--- config.mk ---
export PLATFORM = sky130hd
export DESIGN_NAME = prewitt_window_gen
export DESIGN_NICKNAME = d
export VERILOG_FILES = /design/src/rtl/prewitt_window_gen.sv
export SDC_FILE = /design/constraint.sdc
export NUM_CORES = 2
export LEC_CHECK = 0
export BUFFER_PORTS_ARGS = -buffer_cell sky130_fd_sc_hd__buf_2
export CAP_MARGIN = 20
export CORE_MARGIN = 2
export CORE_UTILIZATION = 50
export DETAILED_ROUTE_END_ITERATION = 6
export GPL_ROUTABILITY_DRIVEN = 0
export PLACE_DENSITY = 0.67
export SLEW_MARGIN = 0
export SYNTH_ARGS = -nofsm -noshare
export SYNTH_HDL_FRONTEND = slang
export SYNTH_SLANG_ARGS = --single-unit
--- constraint.sdc ---
create_clock -name clk -period 10.6 [get_ports clk]
set_clock_uncertainty 0.2 [all_clocks]
set_input_delay 1.06 -clock clk [delete_from_list [all_inputs] [get_ports clk]]
set_output_delay 1.06 -clock clk [all_outputs]
set_load 0.005 [all_outputs]
--- src/rtl/prewitt_window_gen.sv ---
// Streaming 3x3 window generator feeding the Prewitt kernels.
// Two row line buffers plus a 3x3 shift register; interior centres only.
module prewitt_window_gen #(
    parameter int ROWS  = 242,
    parameter int COLS  = 247,
    parameter int ROW_W = $clog2(ROWS),
    parameter int COL_W = $clog2(COLS)
) (
    input  logic             clk,
    input  logic             rst,
    input  logic             in_valid,
    output logic             in_ready,
    input  logic [7:0]       in_pixel,
    input  logic             in_sof,
    output logic             out_valid,
    input  logic             out_ready,
    output logic [71:0]      out_window,
    output logic [ROW_W-1:0] out_row,
    output logic [COL_W-1:0] out_col,
    output logic             out_last,
    output logic             sof_err
);

    logic [ROW_W-1:0] r_row;
    logic [COL_W-1:0] r_col;
    logic [ROW_W-1:0] w_row_eff;
    logic [COL_W-1:0] w_col_eff;
    logic [ROW_W-1:0] w_row_nxt;
    logic [COL_W-1:0] w_col_nxt;
    logic             w_accept;
    logic             w_emit;
    logic             w_row_end;
    logic             w_col_end;
    logic             w_not_origin;

    logic [7:0]       r_lb1 [COLS];
    logic [7:0]       r_lb2 [COLS];
    logic [7:0]       w_lb1_rd;
    logic [7:0]       w_lb2_rd;
    logic [71:0]      r_win;
    logic [71:0]      w_win_nxt;

    logic             r_out_valid;
    logic [71:0]      r_out_window;
    logic [ROW_W-1:0] r_out_row;
    logic [COL_W-1:0] r_out_col;
    logic             r_out_last;
    logic             r_sof_err;

    assign in_ready   = !r_out_valid || out_ready;
    assign w_accept   = in_valid && in_ready;

    // A start-of-frame pixel is always position (0,0).
    assign w_row_eff  = in_sof ? '0 : r_row;
    assign w_col_eff  = in_sof ? '0 : r_col;

    assign w_row_end  = (w_row_eff == ROW_W'(ROWS - 1));
    assign w_col_end  = (w_col_eff == COL_W'(COLS - 1));
    assign w_not_origin = (r_row != '0) || (r_col != '0);

    assign w_emit = w_accept
                 && (w_row_eff >= ROW_W'(2))
                 && (w_col_eff >= COL_W'(2));

    assign w_lb1_rd = r_lb1[w_col_eff];
    assign w_lb2_rd = r_lb2[w_col_eff];

    // Raster position of the pixel after the one being accepted.
    always_comb begin
        w_row_nxt = w_row_eff;
        w_col_nxt = w_col_eff + COL_W'(1);
        if (w_col_end) begin
            w_col_nxt = '0;
            if (w_row_end) begin
                w_row_nxt = '0;
            end else begin
                w_row_nxt = w_row_eff + ROW_W'(1);
            end
        end
    end

    // Shift the window left and insert the new column on the right.
    always_comb begin
        w_win_nxt = r_win;
        for (int k = 0; k < 3; k++) begin
            w_win_nxt[24*k +: 8]      = r_win[24*k + 8 +: 8];
            w_win_nxt[24*k + 8 +: 8]  = r_win[24*k + 16 +: 8];
        end
        w_win_nxt[16 +: 8] = w_lb2_rd;
        w_win_nxt[40 +: 8] = w_lb1_rd;
        w_win_nxt[64 +: 8] = in_pixel;
    end

    // Line buffers and window: pure storage, contents gated by emission.
    always_ff @(posedge clk) begin
        if (w_accept) begin
            r_win            <= w_win_nxt;
            r_lb2[w_col_eff] <= w_lb1_rd;
            r_lb1[w_col_eff] <= in_pixel;
        end
    end

    // Position counters, output register and sof error pulse.
    always_ff @(posedge clk) begin
        if (rst) begin
            r_row        <= '0;
            r_col        <= '0;
            r_out_valid  <= 1'b0;
            r_out_window <= '0;
            r_out_row    <= '0;
            r_out_col    <= '0;
            r_out_last   <= 1'b0;
            r_sof_err    <= 1'b0;
        end else begin
            r_sof_err <= w_accept && in_sof && w_not_origin;
            if (w_accept) begin
                r_row <= w_row_nxt;
                r_col <= w_col_nxt;
            end
            if (w_emit) begin
                r_out_valid  <= 1'b1;
                r_out_window <= w_win_nxt;
                r_out_row    <= w_row_eff - ROW_W'(1);
                r_out_col    <= w_col_eff - COL_W'(1);
                r_out_last   <= w_row_end && w_col_end;
            end else if (out_ready) begin
                r_out_valid  <= 1'b0;
                r_out_last   <= 1'b0;
            end
        end
    end

    assign out_valid  = r_out_valid;
    assign out_window = r_out_window;
    assign out_row    = r_out_row;
    assign out_col    = r_out_col;
    assign out_last   = r_out_last;
    assign sof_err    = r_sof_err;

endmodule

== Word level (Yosys, flattened, before mapping) ==
Memories as Yosys holds them, arrays and structs flattened.
Cells that the tools add are included.

* Flip-flop bits (word level): 179
* Bits in latches: 0
* Memory bits (writable): 3952
* Bits in read-only memories: 0
* Bits of input ports: 13
* Output and inout bits: 92
* Logic and storage cells: 41
* Memories kept: 2

{| class="wikitable"
|+ Memory list
! name !! depth !! bits a word !! read ports !! clocked after Yosys merged registers in !! write ports !! RTL line !! text
|-
| r_lb1 || 247 || 8 || 1 || 0 || 1 || 36 || <nowiki>logic [7:0] r_lb1 [COLS];</nowiki>
|-
| r_lb2 || 247 || 8 || 1 || 0 || 1 || 37 || <nowiki>logic [7:0] r_lb2 [COLS];</nowiki>
|}

* Add/subtract/negate cells: 4
* Multiply operators: 0
* Divide/modulo/power cells: 0
* Magnitude comparators: 2
* Equality and inequality tests: 2
* Shift-type cells: 0
* Muxes and demuxes: 10
* Bitwise logic cells: 0
* Reduce and logical (&&, ||, !) cells: 12

{| class="wikitable"
|+ Operators with widths
! cell !! count
|-
| 8-bit 2-to-1 mux || 5
|-
| 8-bit by 1-bit adder with 8-bit output (second input constant) || 2
|-
| 8-bit == test (second input constant) || 2
|-
| 8-bit by 2-bit greater-or-equal comparator with 1-bit output (second input constant) || 2
|-
| 8-bit nonzero test || 2
|-
| 8-bit by 1-bit subtractor with 8-bit output (second input constant) || 2
|-
| 1-bit logical AND || 6
|-
| 1-bit 2-to-1 mux || 5
|-
| 1-bit logical OR || 2
|-
| 2-bit nonzero test || 1
|-
| 1-bit logical NOT || 1
|}

== Longest topological paths before layout ==
* Word-level depth: 6
* Mapped depth: 15
* Depth with buffers taken out: 9

== Worst setup path after synthesis ==
Ideal clock, no wire load.

* Kind: input to register
* From: in in_sof
* To: mem r_lb2[0][3] (data pin)
* Setup time: 1.750 ns
* Arrival time: 6.357 ns
* Required time: 8.650 ns
* Setup slack: 2.294 ns
* Stages on the path: 13
* Path buffers: 5
* Cells stage by stage: nor2b_1 -> inv_2 -> buf_6 -> buf_4 -> buf_2 -> buf_2 -> clkbuf_1 -> nand2_1 -> nand3_1 -> a31oi_1 -> a21oi_1 -> nor4_1 -> nand4_1

* Cells in the longest elaborated chain, start to end: 2

{| class="wikitable"
|+ Ends and longest elaborated chain
! element !! RTL line !! text
|-
| start: declaration || 14 || <nowiki>input logic in_sof,</nowiki>
|-
| 8-bit 2-to-1 mux || 55 || <nowiki>assign w_col_eff = in_sof ? '0 : r_col;</nowiki>
|-
| memory 247 x 8 bit || -- ||
|-
| named net w_lb1_rd[3] || 38 || <nowiki>logic [7:0] w_lb1_rd;</nowiki>
|-
| end: declaration || 37 ||
|}

The timed path passes the listed nets, and every way through them passes these cells.

== Final worst setup path ==
* From: reg r_col[0]
* To: mem r_lb2[53][1] (data pin)

* Cells in the longest elaborated chain, start to end: 2

{| class="wikitable"
|+ Ends and longest elaborated chain
! element !! RTL line !! text
|-
| start: declaration || 25 || <nowiki>logic [COL_W-1:0] r_col;</nowiki>
|-
| start signal: assignment || 118 || <nowiki>r_col <= w_col_nxt;</nowiki>
|-
| 8-bit 2-to-1 mux || 55 ||
|-
| memory 247 x 8 bit || -- ||
|-
| named net w_lb1_rd[1] || 38 ||
|}

The timed path passes the listed nets, and every way through them passes these cells.

==> results.ini <==
[cells_and_area]
final.fill_count=24546
seq_area_sq_um=122300
final_nets=10915
final_util_pct=56.77
multi_input_area_sq_um=36330
syn_to_final_growth_pct=12.78
drive_gt1_share_pct=13.06

[worst_hold_path]
hold_class=in2reg
min_path_cells=3
holdPathEnd=out_last
min_from=out_ready

[power]
p_leak_nw=57.60
vdd_drop_max_mv=0.1510
power_density_nw_per_um2=186.0

[clock_network]
ctsHtreeMaxLevel=5
clk_pin_slew_ns=0.06
cts_tree=yes
cts.path.max_buffers=4
insertion_delay_ns=1.02
cts_root_buf=clkbuf_16
post_cts_buffers=0
cts-buffers-inserted=408
cts_resized=0
holdBufCountCts=0
cts.sinks=4107

[route]
drt_iter0_drc=16053
vias=102123
vias_per_cell=6.566
dr.pass1.iters=7
ant_nets=0
wire_per_inst_um=32.11
drt-total-wl_mm=499.5
drc=17

[global_route]
grt_max_degree=184
grt_usage_pct=29.45
grt_first_pass_wirelength_mm=703.5
gr-total-overflow=0
grt_pass1_vias=96395
grt_antenna_before_repair=24

[logic_synthesis]
ys.flop_type=edfxtp_1
syn_nets=10747
synth.distinct_cells=73
synthTopCellsByArea=edfxtp_1, a211oi_1, nand2_1
postSynthAreaPerCell_sq_um=15.10
async_flop_share_pct=0
syn_area_sq_um=161900
synth_top_area_share_pct=74.18
yosys.area.top_type=edfxtp_1
synth.ff_latch_count=4107
yosys_warnings=0
yosysSeqAreaShare_pct=75.51
synthCells=10725
synth-edff-count=4000

[sta]
worstMarginPinSlew_ns=1.416
max_freq_ghz=0.1295
setup_tns_ns=0
rsz0062_at_grt=no
slew_viol_final=0
fin_crit_sh_pct=72.83
hold_violations=0
period_minus_slack_ns=7.720
setup_viol=0
relSlewSlack_pct=5.615

[floorplanning]
num_io_pins=105
die_x_um=573.1
die-height_um=573.1
start_util_pct=50.34
dieArea_sq_um=328400
core_area_sq_um=321700
row_count=208

[worst_setup_path]
endpoint_kind=register
critPathLaunchType=register
cpMostUsedCell=buf_4
critPathSlowestCell=nor4_1
r2r_cells=13
crit_fanout=115
max_stage_delay_ns=0.90
cp.arrival_ns=8.05
criticalPathCategory=reg2reg
required_ns=10.93
r2r-end=r_lb2[53][1]
r2r-start=r_col[0]
r2r_slack_ns=2.88
crit_chain=buf_4, buf_12, buf_4, nor2b_1, a211oi_1, a311oi_1, nor4_1, o22ai_1, nor4_1, o211ai_1, or2_4, buf_4, buf_4

[run]
max_cap_violations=0

[run_status]
status=finished with violations
failed_checks=design-rule violations

[placed_design]
dpl.hpwl_mm=276.4
io_buffers=104

## cell usage after synthesis, types with 97 or more instances
cell type,number
o22ai_1,187
edfxtp_1,4000
nor2_1,336
nor4_1,142
nand2_1,1499
nand3_1,153
mux2i_1,368
clkbuf_1,248
buf_1,102
a311oi_1,416
o21ai_0,220
a211oi_1,808
a21oi_1,223
o221ai_1,97
a31oi_1,192
buf_2,436
nor2b_1,637
dfxtp_1,107
## critical path: cells and delay by family, from the launching register on
family / cells / cell delay, ns
AOI/OAI and AO/OA: 4 / 1.13
and+or+nand+nor: 4 / 2.26
DFF: 1 / 0.55
buffers and inverters: 5 / 2.61
## worst max path at each step
stage / slack, ns / start / to / cells past startpoint
2_1_floorplan: 2.29 / in_sof / r_lb2[0][3] / 13
3_3_place_gp: 2.59 / in_sof / out_window[44] / 12
3_5_place_dp: 2.64 / in_sof / r_lb2[56][1] / 13
4_1_cts: 3.34 / r_col[0] / r_lb2[53][1] / 13
5_1_grt: 2.98 / r_col[0] / r_lb2[53][1] / 13
6_report: 2.88 / r_col[0] / r_lb2[53][1] / 13
## registers in the layout (all words and copies together) (netlist names)
signal / cells
out_valid: 1
out_col: 8
r_row: 8
r_lb2: 1976
r_lb1: 1976
sof_err: 1
out_last: 1
out_window: 72
r_col: 8
r_win: 48
out_row: 8
## metrics by stage
stage / hold slack [ns] / std cells / area [sq um] / power, W / setup WS [ns]
global placement: 0.2293 / 14757 / 168600 / 0.01964 / 2.594
floorplan: 0.2262 / 10725 / 161900 / 0.01914 / 2.294
CTS: 0.1234 / 15530 / 182400 / 0.03401 / 3.336
global route: 0.1634 / 15543 / 182600 / 0.03472 / 2.979
finish: 0.1581 / 15554 / 182600 / 0.03396 / 2.880
detailed placement: 0.2319 / 14778 / 169000 / 0.01968 / 2.640
## metal layers
metal / vias to the layer above / wire (um) / global-route usage, %
li1: 42434 / - / -
met1: 51308 / 184000 / 40.13
met2: 7091 / 222000 / 44.26
met3: 1268 / 64660 / 7.257
met4: 22 / 28660 / 14.83
met5: - / 153 / 0
## report_power, final
part,internal [W],switching (W),leakage (nW)
registers,0.0180,0.0000161,36.9
clock network,0.00835,0.00625,6.59
logic,0.000297,0.00108,14.1
total,0.0266,0.00735,57.6
## layout make-up
class / count / share of cell area [%]
Clock buffer: 494 / 5.875
Multi-Input combinational cell: 5769 / 19.90
Inverter: 10 / 0.03495
Clock inverter: 258 / 1.499
Antenna cell: 14 / 0.01919
Timing Repair Buffer: 597 / 2.767
Tap cell: 4305 / 2.950
Sequential cell: 4107 / 66.96
## layout by cell type, fill, tap and decap left out, types with 13 or more instances in the layout
| cell | instances |
|---|---|
| nor2_1 | 236 |
| clkbuf_8 | 13 |
| mux2_2 | 80 |
| o221ai_1 | 97 |
| bufinv_16 | 46 |
| nand3_1 | 133 |
| buf_12 | 43 |
| clkinvlp_4 | 13 |
| o21a_1 | 13 |
| nand3_2 | 18 |
| clkinv_1 | 79 |
| buf_8 | 17 |
| clkinv_2 | 90 |
| o22ai_1 | 187 |
| clkbuf_1 | 71 |
| nor2_2 | 98 |
| buf_2 | 100 |
| diode_2 | 14 |
| buf_4 | 422 |
| clkbuf_16 | 412 |
| nor3_1 | 25 |
| a221o_1 | 32 |
| a22oi_1 | 83 |
| nor4_2 | 21 |
| a211o_1 | 16 |
| a31oi_1 | 192 |
| nand2_1 | 1495 |
| a311oi_1 | 416 |
| dfxtp_1 | 105 |
| a211oi_1 | 808 |
| nor2b_1 | 635 |
| a221oi_1 | 43 |
| and3_1 | 16 |
| o21ai_0 | 219 |
| nor4_1 | 121 |
| a21oi_1 | 223 |
| edfxtp_1 | 4000 |
| mux2i_1 | 368 |
## logic make-up after synthesis
family,count (synthesis),share of synthesized area (%)
AND/OR/NAND/NOR,2873,8.157
AO/OA/AOI/OAI,2417,10.78
buffers and inverters,849,2.435
multiplexers,460,2.998
adder cells (fa/ha/maj),9,0.06955
flip-flops,4107,75.51
XOR/XNOR,10,0.05409
Power figures use the tool's default switching activity.
